## src/rtl/wb_port_arbiter_pkg.sv

```systemverilog
// Shared pipeline constants and the MDU result FIFO entry layout
// used by the writeback-port arbiter and its result FIFO.
package wb_port_arbiter_pkg;

    localparam int REG_ADDR_W = 5;
    localparam int DATA_W     = 32;

    // live is cleared when a younger writeback to the same register cancels the entry
    typedef struct packed {
        logic                  live;
        logic [REG_ADDR_W-1:0] dst;
        logic [DATA_W-1:0]     data;
    } fifo_entry_t;

endpackage

```

## src/rtl/wb_result_fifo.sv

```systemverilog
// Circular FIFO holding MDU results until an idle writeback slot drains them.
// Entries can be cancelled by destination register and expose live/reg views.
module wb_result_fifo
    import wb_port_arbiter_pkg::*;
#(
    parameter int DEPTH = 4
) (
    input  logic                                 clk,
    input  logic                                 reset_n,
    input  logic                                 push,
    input  fifo_entry_t                          push_entry,
    input  logic                                 pop,
    input  logic                                 cancel_en,
    input  logic [REG_ADDR_W-1:0]                cancel_reg,
    output fifo_entry_t                          head,
    output logic                                 full,
    output logic                                 empty,
    output logic [DEPTH-1:0]                     live_vec,
    output logic [DEPTH-1:0][REG_ADDR_W-1:0]     reg_vec
);

    localparam int PTR_W = $clog2(DEPTH);

    fifo_entry_t            mem [DEPTH];
    logic [PTR_W-1:0]       wr_ptr;
    logic [PTR_W-1:0]       rd_ptr;
    logic [PTR_W:0]         count;

    // Popped slots lose live so live alone marks a pending result.
    // The push write comes last so a same-cycle enqueue is never cancelled.
    always_ff @(posedge clk or negedge reset_n) begin
        if (!reset_n) begin
            wr_ptr <= '0;
            rd_ptr <= '0;
            count  <= '0;
            for (int i = 0; i < DEPTH; i++) begin
                mem[i] <= '0;
            end
        end else begin
            for (int i = 0; i < DEPTH; i++) begin
                if (cancel_en && (mem[i].dst == cancel_reg)) begin
                    mem[i].live <= 1'b0;
                end
            end
            if (pop) begin
                mem[rd_ptr].live <= 1'b0;
                rd_ptr           <= rd_ptr + PTR_W'(1);
            end
            if (push) begin
                mem[wr_ptr] <= push_entry;
                wr_ptr      <= wr_ptr + PTR_W'(1);
            end
            case ({push, pop})
                2'b10:   count <= count + (PTR_W+1)'(1);
                2'b01:   count <= count - (PTR_W+1)'(1);
                default: count <= count;
            endcase
        end
    end

    assign head  = mem[rd_ptr];
    assign empty = (count == '0);
    assign full  = (count == (PTR_W+1)'(DEPTH));

    always_comb begin
        live_vec = '0;
        reg_vec  = '0;
        for (int i = 0; i < DEPTH; i++) begin
            live_vec[i] = mem[i].live;
            reg_vec[i]  = mem[i].dst;
        end
    end

endmodule

```

## src/rtl/wb_port_arbiter.sv

```systemverilog
// Shares the register-file write port between the writeback stage (always wins)
// and queued MDU results; provides a register-busy scoreboard and starvation stall.
module wb_port_arbiter
    import wb_port_arbiter_pkg::*;
#(
    parameter int DEPTH        = 4,
    parameter int STARVE_LIMIT = 8
) (
    input  logic                  clk,
    input  logic                  reset_n,
    input  logic                  reg_write_W,
    input  logic [REG_ADDR_W-1:0] write_reg_W,
    input  logic [DATA_W-1:0]     result_W,
    input  logic                  mdu_valid,
    input  logic [REG_ADDR_W-1:0] mdu_reg,
    input  logic [DATA_W-1:0]     mdu_data,
    output logic                  mdu_ready,
    input  logic [REG_ADDR_W-1:0] query_rs,
    input  logic [REG_ADDR_W-1:0] query_rt,
    output logic                  busy_rs,
    output logic                  busy_rt,
    output logic                  stall_req,
    output logic                  rf_we,
    output logic [REG_ADDR_W-1:0] rf_waddr,
    output logic [DATA_W-1:0]     rf_wdata
);

    localparam int CNT_W = $clog2(STARVE_LIMIT + 1);

    logic                              wb_active;
    logic                              push;
    logic                              pop;
    logic                              full;
    logic                              empty;
    fifo_entry_t                       head;
    fifo_entry_t                       push_entry;
    logic [DEPTH-1:0]                  live_vec;
    logic [DEPTH-1:0][REG_ADDR_W-1:0]  reg_vec;
    logic [CNT_W-1:0]                  starve_cnt;

    // Outputs are gated by reset_n so nothing reaches the register file during reset.
    assign wb_active  = reg_write_W && (write_reg_W != '0);
    assign pop        = reset_n && !wb_active && !empty;
    assign mdu_ready  = reset_n && (!full || pop);
    assign push       = mdu_valid && mdu_ready && (mdu_reg != '0);
    assign push_entry = '{live: 1'b1, dst: mdu_reg, data: mdu_data};

    wb_result_fifo #(
        .DEPTH (DEPTH)
    ) u_fifo (
        .clk        (clk),
        .reset_n    (reset_n),
        .push       (push),
        .push_entry (push_entry),
        .pop        (pop),
        .cancel_en  (wb_active),
        .cancel_reg (write_reg_W),
        .head       (head),
        .full       (full),
        .empty      (empty),
        .live_vec   (live_vec),
        .reg_vec    (reg_vec)
    );

    always_comb begin
        rf_we    = 1'b0;
        rf_waddr = '0;
        rf_wdata = '0;
        if (reset_n) begin
            if (wb_active) begin
                rf_we    = 1'b1;
                rf_waddr = write_reg_W;
                rf_wdata = result_W;
            end else if (!empty && head.live) begin
                rf_we    = 1'b1;
                rf_waddr = head.dst;
                rf_wdata = head.data;
            end
        end
    end

    always_comb begin
        busy_rs = 1'b0;
        busy_rt = 1'b0;
        for (int i = 0; i < DEPTH; i++) begin
            if (live_vec[i] && (reg_vec[i] == query_rs) && (query_rs != '0)) busy_rs = 1'b1;
            if (live_vec[i] && (reg_vec[i] == query_rt) && (query_rt != '0)) busy_rt = 1'b1;
        end
    end

    // Counts writeback-blocked cycles with results waiting; saturates so the stall holds.
    always_ff @(posedge clk or negedge reset_n) begin
        if (!reset_n) begin
            starve_cnt <= '0;
        end else if (pop || empty) begin
            starve_cnt <= '0;
        end else if (wb_active && (starve_cnt != CNT_W'(STARVE_LIMIT))) begin
            starve_cnt <= starve_cnt + CNT_W'(1);
        end
    end

    assign stall_req = (starve_cnt == CNT_W'(STARVE_LIMIT));

endmodule

```

## config.mk

```make
export PLATFORM = sky130hd
export DESIGN_NAME = wb_port_arbiter
export DESIGN_NICKNAME = d
export VERILOG_FILES = /design/src/rtl/wb_port_arbiter_pkg.sv /design/src/rtl/wb_result_fifo.sv /design/src/rtl/wb_port_arbiter.sv
export SDC_FILE = /design/constraint.sdc
export NUM_CORES = 1
export LEC_CHECK = 0
export CORE_MARGIN = 8
export CORE_UTILIZATION = 35
export CTS_BUF_LIST = sky130_fd_sc_hd__clkbuf_8 sky130_fd_sc_hd__clkbuf_16
export DETAILED_ROUTE_END_ITERATION = 7
export GPL_TIMING_DRIVEN = 0
export RECOVER_POWER = 50
export SLEW_MARGIN = 20
export SYNTH_ARGS = -nofsm -noshare
export SYNTH_HDL_FRONTEND = slang
export SYNTH_HIERARCHICAL = 1
export SYNTH_SLANG_ARGS = --single-unit
```

## constraint.sdc

```tcl
create_clock -name clk -period 6.5 [get_ports clk]
set_input_delay 0.65 -clock clk [delete_from_list [all_inputs] [get_ports clk]]
set_output_delay 0.65 -clock clk [all_outputs]
set_load 0.02 [all_outputs]
```

---- Word level (Yosys, flattened, before mapping) ----
Index checks and enable logic that the tools add are counted.
storage, ports and cells
  bits in registers ....................... 163
  input port bits ......................... 88
  word-level logic and storage cells ...... 121
  output and inout bits ................... 42
operators by class
  $add $sub $neg .......................... 5
  bitwise logic cells ..................... 2
  order comparisons ....................... 4
  equal/unequal tests ..................... 17
  reductions and logical operators ........ 42
  multiplexer cells ....................... 35
operator list
  operator               number
  $bwmux W152            2
  $mux W152              2
  $demux W38 S2          2
  $mux W38               4
  $mux W32               3
  $bmux W38 S2           1
  $eq A5 B5 Y1           12
  $logic_and A1 B1 Y1    30
  $reduce_bool A5 Y1     4
  $mux W1                15
  $mux W5                3
  $mux W4                2
  $ge A3 B3 Y1 const B   2
  $lt A3 B1 Y1 const B   2
  $not A2 Y3             2
  $pmux W3 S2            1
  $add A2 B1 Y2 const B  2
  $add A4 B1 Y4 const B  1
  $eq A4 B4 Y1 const B   1
  $ne A4 B4 Y1 const B   1
  $reduce_bool A2 Y1     2
  $add A3 B1 Y3 const B  1
  $eq A3 B3 Y1 const B   1
  $logic_not A1 Y1       3
  other kinds (5)        6

---- Depth between registers and ports, before layout ----
  word-level depth ........................ 11
  mapped depth ............................ 14
  gate-level depth less buffers ........... 13

---- Hierarchy ----
The synthesis kept the hierarchy.
modules (own cells, without submodules)
  module           cells an instance  sequential area each (um2)  times used  area each (um2)
  wb_result_fifo   471                3978.8                      1           7514.7
  wb_port_arbiter  162                100.1                       1           1287.5

---- Worst setup path before layout ----
OpenSTA, ideal clock, no wires.
  kind .................................... input to register
  start ................................... input write_reg_W[0]
  end ..................................... register u_fifo.count[2]
  path buffers ............................ 1
  slack ................................... 3188 ps
  required time ........................... 6375 ps
  data arrival time ....................... 3187 ps
  stages .................................. 14
  setup time .............................. 125 ps
  path through ............................ or4_4 -> o21ai_4 -> inv_6 -> o21a_1 -> nor2_2 -> o311a_1 -> buf_6 -> inv_1 -> ha_1 -> inv_1 -> fa_1 -> xor2_1 -> nor2_1 -> xor2_1
between the ends
  word-level cells in the longest chain between the ends .. 11
  elaborated cells on any way between the ends .. 13
  classes of those cells .................. eq/ne: 2; mux: 1; reduce/logical: 10
RTL lines
  what                                                      line                   text
  start, declared                                           wb_port_arbiter.sv:12  input logic [REG_ADDR_W-1:0] write_reg_W,
  $reduce_bool A5 Y1 (*)                                    wb_port_arbiter.sv:42  assign wb_active = reg_write_W && (write_reg_W != '0);
  $logic_and A1 B1 Y1 (*)                                   wb_port_arbiter.sv:42
  via wb_active                                             wb_port_arbiter.sv:30  logic wb_active;
  $logic_not A1 Y1 (*)                                      wb_port_arbiter.sv:43  assign pop = reset_n && !wb_active && !empty;
  $logic_and A1 B1 Y1 (*) (2 in a row)                      wb_port_arbiter.sv:43
  $logic_or A1 B1 Y1 (*)                                    wb_port_arbiter.sv:44  assign mdu_ready = reset_n && (!full || pop);
  $logic_and A1 B1 Y1 (*)                                   wb_port_arbiter.sv:44
  via mdu_ready                                             wb_port_arbiter.sv:17  output logic mdu_ready,
  $logic_and A1 B1 Y1 (*) (2 in a row)                      wb_port_arbiter.sv:45  assign push = mdu_valid && mdu_ready && (mdu_reg != '0);
  via push                                                  wb_port_arbiter.sv:31  logic push;
  $eq A2 B1 Y1 / $eq A2 B2 Y1 (equally long branches)       wb_result_fifo.sv:53   case ({push, pop})
  $pmux W3 S2 / $reduce_bool A2 Y1 (equally long branches)  -
  end signal, assigned                                      wb_result_fifo.sv:54   2'b10: count <= count + (PTR_W+1)'(1);
  end signal, assigned                                      wb_result_fifo.sv:55   2'b01: count <= count - (PTR_W+1)'(1);
  end signal, assigned                                      wb_result_fifo.sv:56   default: count <= count;
  end, declared                                             wb_result_fifo.sv:27   logic [PTR_W:0] count;
The timed path passes the listed nets; every way through them passes the cells marked *.
A chain may end at the register's enable or synchronous reset.

---- Final worst setup path ----
  start ................................... input write_reg_W[0]
  end ..................................... output rf_waddr[3]
between the ends
  word-level cells in the longest chain between the ends .. 4
RTL lines
  what                 line                   text
  $reduce_bool A5 Y1   wb_port_arbiter.sv:42
  $logic_and A1 B1 Y1  wb_port_arbiter.sv:42
  $mux W5              wb_port_arbiter.sv:70  if (wb_active) begin
  $mux W5              wb_port_arbiter.sv:69  if (reset_n) begin
  end, declared        wb_port_arbiter.sv:24  output logic [REG_ADDR_W-1:0] rf_waddr,
Every way passes these cells.

==> results.py <==
metrics = {
    "outcome": {
        "status": "finished, violations left",
        "violations": "max-capacitance violations, max-slew violations",
    },
    "yosys": {
        "yosysSeqAreaShare_pct": 46.3,
        "ys_ff_latch": 163,
        "synth_area_um2": 8800,
        "synth.distinct_cells": 46,
        "syn_avg_cell_area_um2": 13.9,
        "syn-instance-count": 633,
        "async_flop_share_pct": 100,
        "synthFlopType": "dfrtp_1",
        "yosys_warnings": 6,
        "synth-edff-count": 0,
    },
    "route": {
        "drcViolationCount": 0,
        "totalWireLength_mm": 21.7,
        "firstDrtPassIters": 4,
        "num_vias": 5544,
        "detail_route.vias_per_cell": 4.96,
        "wl_per_cell_um": 19.4,
        "drtIter0Drc": 260,
        "ant_nets": 0,
    },
    "sta": {
        "fin_skew_ns": 0.0179,
        "worstMarginPinSlew_ns": 1.65,
        "hold_slack_ns": 0.209,
        "hold_violations": 0,
        "slew_violations": 11,
        "fin_crit_sh_pct": 80.5,
        "slew_headroom_pct": -11.4,
        "rsz0062_at_grt": "false",
        "max_freq_mhz": 191,
        "period_minus_slack_ns": 5.23,
        "finalSetupViolCount": 0,
    },
    "cts": {
        "cts_setup_buffers": 0,
        "ctsHoldBuffers": 0,
        "cts_resized": 0,
        "h-tree-depth": 4,
        "clock_path_buffers": 2,
        "clk_pin_slew_ns": 0.07,
        "clk_latency_ns": 0.42,
        "cts_tree": "yes",
        "cts_sinks": 163,
        "cts_root_buffer": "clkbuf_16",
        "numCtsBuffers": 17,
    },
    "job": {
        "max_cap_violations": 1,
    },
    "power_and_ir_drop": {
        "max-vdd-ir-drop_mv": 0.155,
        "pwr_density_cell_nw_per_um2": 436,
        "p_leak_nw": 4.69,
        "total_power_w": 0.00478,
    },
    "grt": {
        "grt_pass1_vias": 6250,
        "antenna_found_initial": 0,
        "grt_pass1_wl_mm": 35.1,
        "global_route.overflow_total": 0,
        "track_usage_pct": 14.8,
        "grt_use_met2_pct": 24.1,
        "grt_use_met3_pct": 3.60,
        "grtUsageMet1_pct": 19.1,
        "grt_max_degree": 88,
        "busiest_layer": "met2",
    },
    "placed_design": {
        "portBuffers": 119,
        "dp_hpwl_mm": 15.6,
        "dpl_cell_area_um2": 10500,
        "finalWeightedCongestion": 0.747,
    },
    "setup_path": {
        "endpoint_kind": "output port",
        "path_max_fanout": 10,
        "slowest_delay_ns": 1.26,
        "path_cells": "dlygate4sd3_1 > or4_4 > o21ai_0 > nand2_4 > nor2_8 > buf_6 > a22o_1 > clkdlybuf4s50_1",
        "critical_path_class": "input pin to output port",
        "arrival_ns": 4.58,
        "critPathSlowestCell": "o21ai_0",
        "crit_required_ns": 5.85,
        "startpoint_type": "input pin",
        "r2r_slack_ns": 3.20,
    },
    "floorplanning": {
        "die_height_um": 175,
        "io-pin-count": 130,
        "core_um2": 25000,
        "start_util_pct": 35.3,
        "fp.dieW_um": 175,
        "dieArea_um2": 30500,
        "row_count": 58,
    },
    "layout": {
        "diodes": 0,
        "layout.cells.most_common": "dfrtp_1",
        "fin_nets": 875,
        "layout_common_cells": "dfrtp_1, mux2_2, clkdlybuf4s50_1",
        "drive_gt1_share_pct": 35.4,
        "final_area_um2": 11000,
        "area_growth_pct": 24.6,
    },
    "worst_hold_path": {
        "hp-class": "input pin to asynchronous set/reset pin",
    },
}
[sequential cells by signal, summed over array words and instances (netlist names)]
name	flops
u_fifo/mem	128
u_fifo/reg_vec	20
u_fifo/live_vec	4
u_fifo/count	3
u_fifo/wr_ptr	2
starve_cnt	4
u_fifo/rd_ptr	2
[through the flow]
stage / cells / utilization, % / TNS, ns / setup slack (ns)
after CTS: 1118 / 44.1 / 0 / 2.23
final: 1118 / 43.9 / 0 / 1.27
after global routing: 1118 / 43.9 / 0 / 1.10
after floorplan: 636 / - / 0 / 3.19
after detailed placement: 1086 / 41.9 / 0 / 2.21
after global placement: 1085 / 41.7 / -1122.31 / -4.40
[cells in the mapped netlist, types with 4 or more instances]
library cell  count  area share, %
nand2_1          12           0.51
mux4_2           38            9.7
a21oi_1           4           0.23
mux2_2          132             17
buf_2            14           0.80
ha_1             11            1.6
clkbuf_1          7           0.30
a41oi_1           4           0.40
xor2_1           52            5.2
nor2_1            8           0.34
mux2_4           17            2.9
and3_1            5           0.36
buf_4            31            2.6
nand3_1          12           0.68
nor4_1           12           0.85
a31oi_1           5           0.36
inv_1            11           0.47
dfrtp_1         163             46
xnor2_1          13            1.3
buf_1             5           0.21
buf_6            10            1.3
a22o_1           34            3.4
[layout make-up]
cell class                 count  area (um^2)
sequential                   163         4080
buffer                        67          444
fill                        2332        14000
inverter                      12         50.0
clock buffer                  19          453
multi-input combinational    394         4190
timing repair buffer         120         1220
tap                          330          413
clock inverter                13          110
[routing by layer]
layer	wire length, um	part of all wire (%)
met1	9910	46
met3	920	4.2
met4	310	1.4
met5	0	0
met2	10500	49
[power breakdown]
| part | leakage (nW) | internal [W] | switching, W |
|---|---|---|---|
| Combinational | 2.44 | 0.00120 | 0.000798 |
| Sequential | 1.97 | 0.00152 | 0.000316 |
| Clock | 0.278 | 0.000546 | 0.000408 |
[final timing paths]
path | endpoint | cells past startpoint | start
min reg2reg | u_fifo/mem[49] | 1 | u_fifo/mem[49]
max reg2reg | u_fifo/mem[8] | 9 | u_fifo/count[0]
max | rf_waddr[3] | 8 | write_reg_W[0]
max in group asynchronous | u_fifo/mem[85] | 2 | reset_n
min in group clk | u_fifo/mem[49] | 1 | u_fifo/mem[49]
min | u_fifo/mem[139] | 1 | reset_n
[worst max-delay path, delay by kind of cell]
kind / cells / cell delay [ns]
AO/OA/AOI/OAI: 2 / 1.42
AND/OR/NAND/NOR: 3 / 0.98
buffers and inverters: 3 / 1.51
[cells by family (layout without fill, tap and decap cells)]
logic type	after synthesis	count (layout)	share of synthesized area, %
DFF	163	163	46.3
xor gates and xnor gates	65	65	6.47
other	1	4	0.0426
muxes	188	188	29.6
buffers and inverters	79	231	5.80
adders and majority gates	12	12	1.79
AOI/OAI and AO/OA	58	58	5.44
and+or+nand+nor	67	67	4.49
No activity file was read; power rests on OpenSTA's default activity.
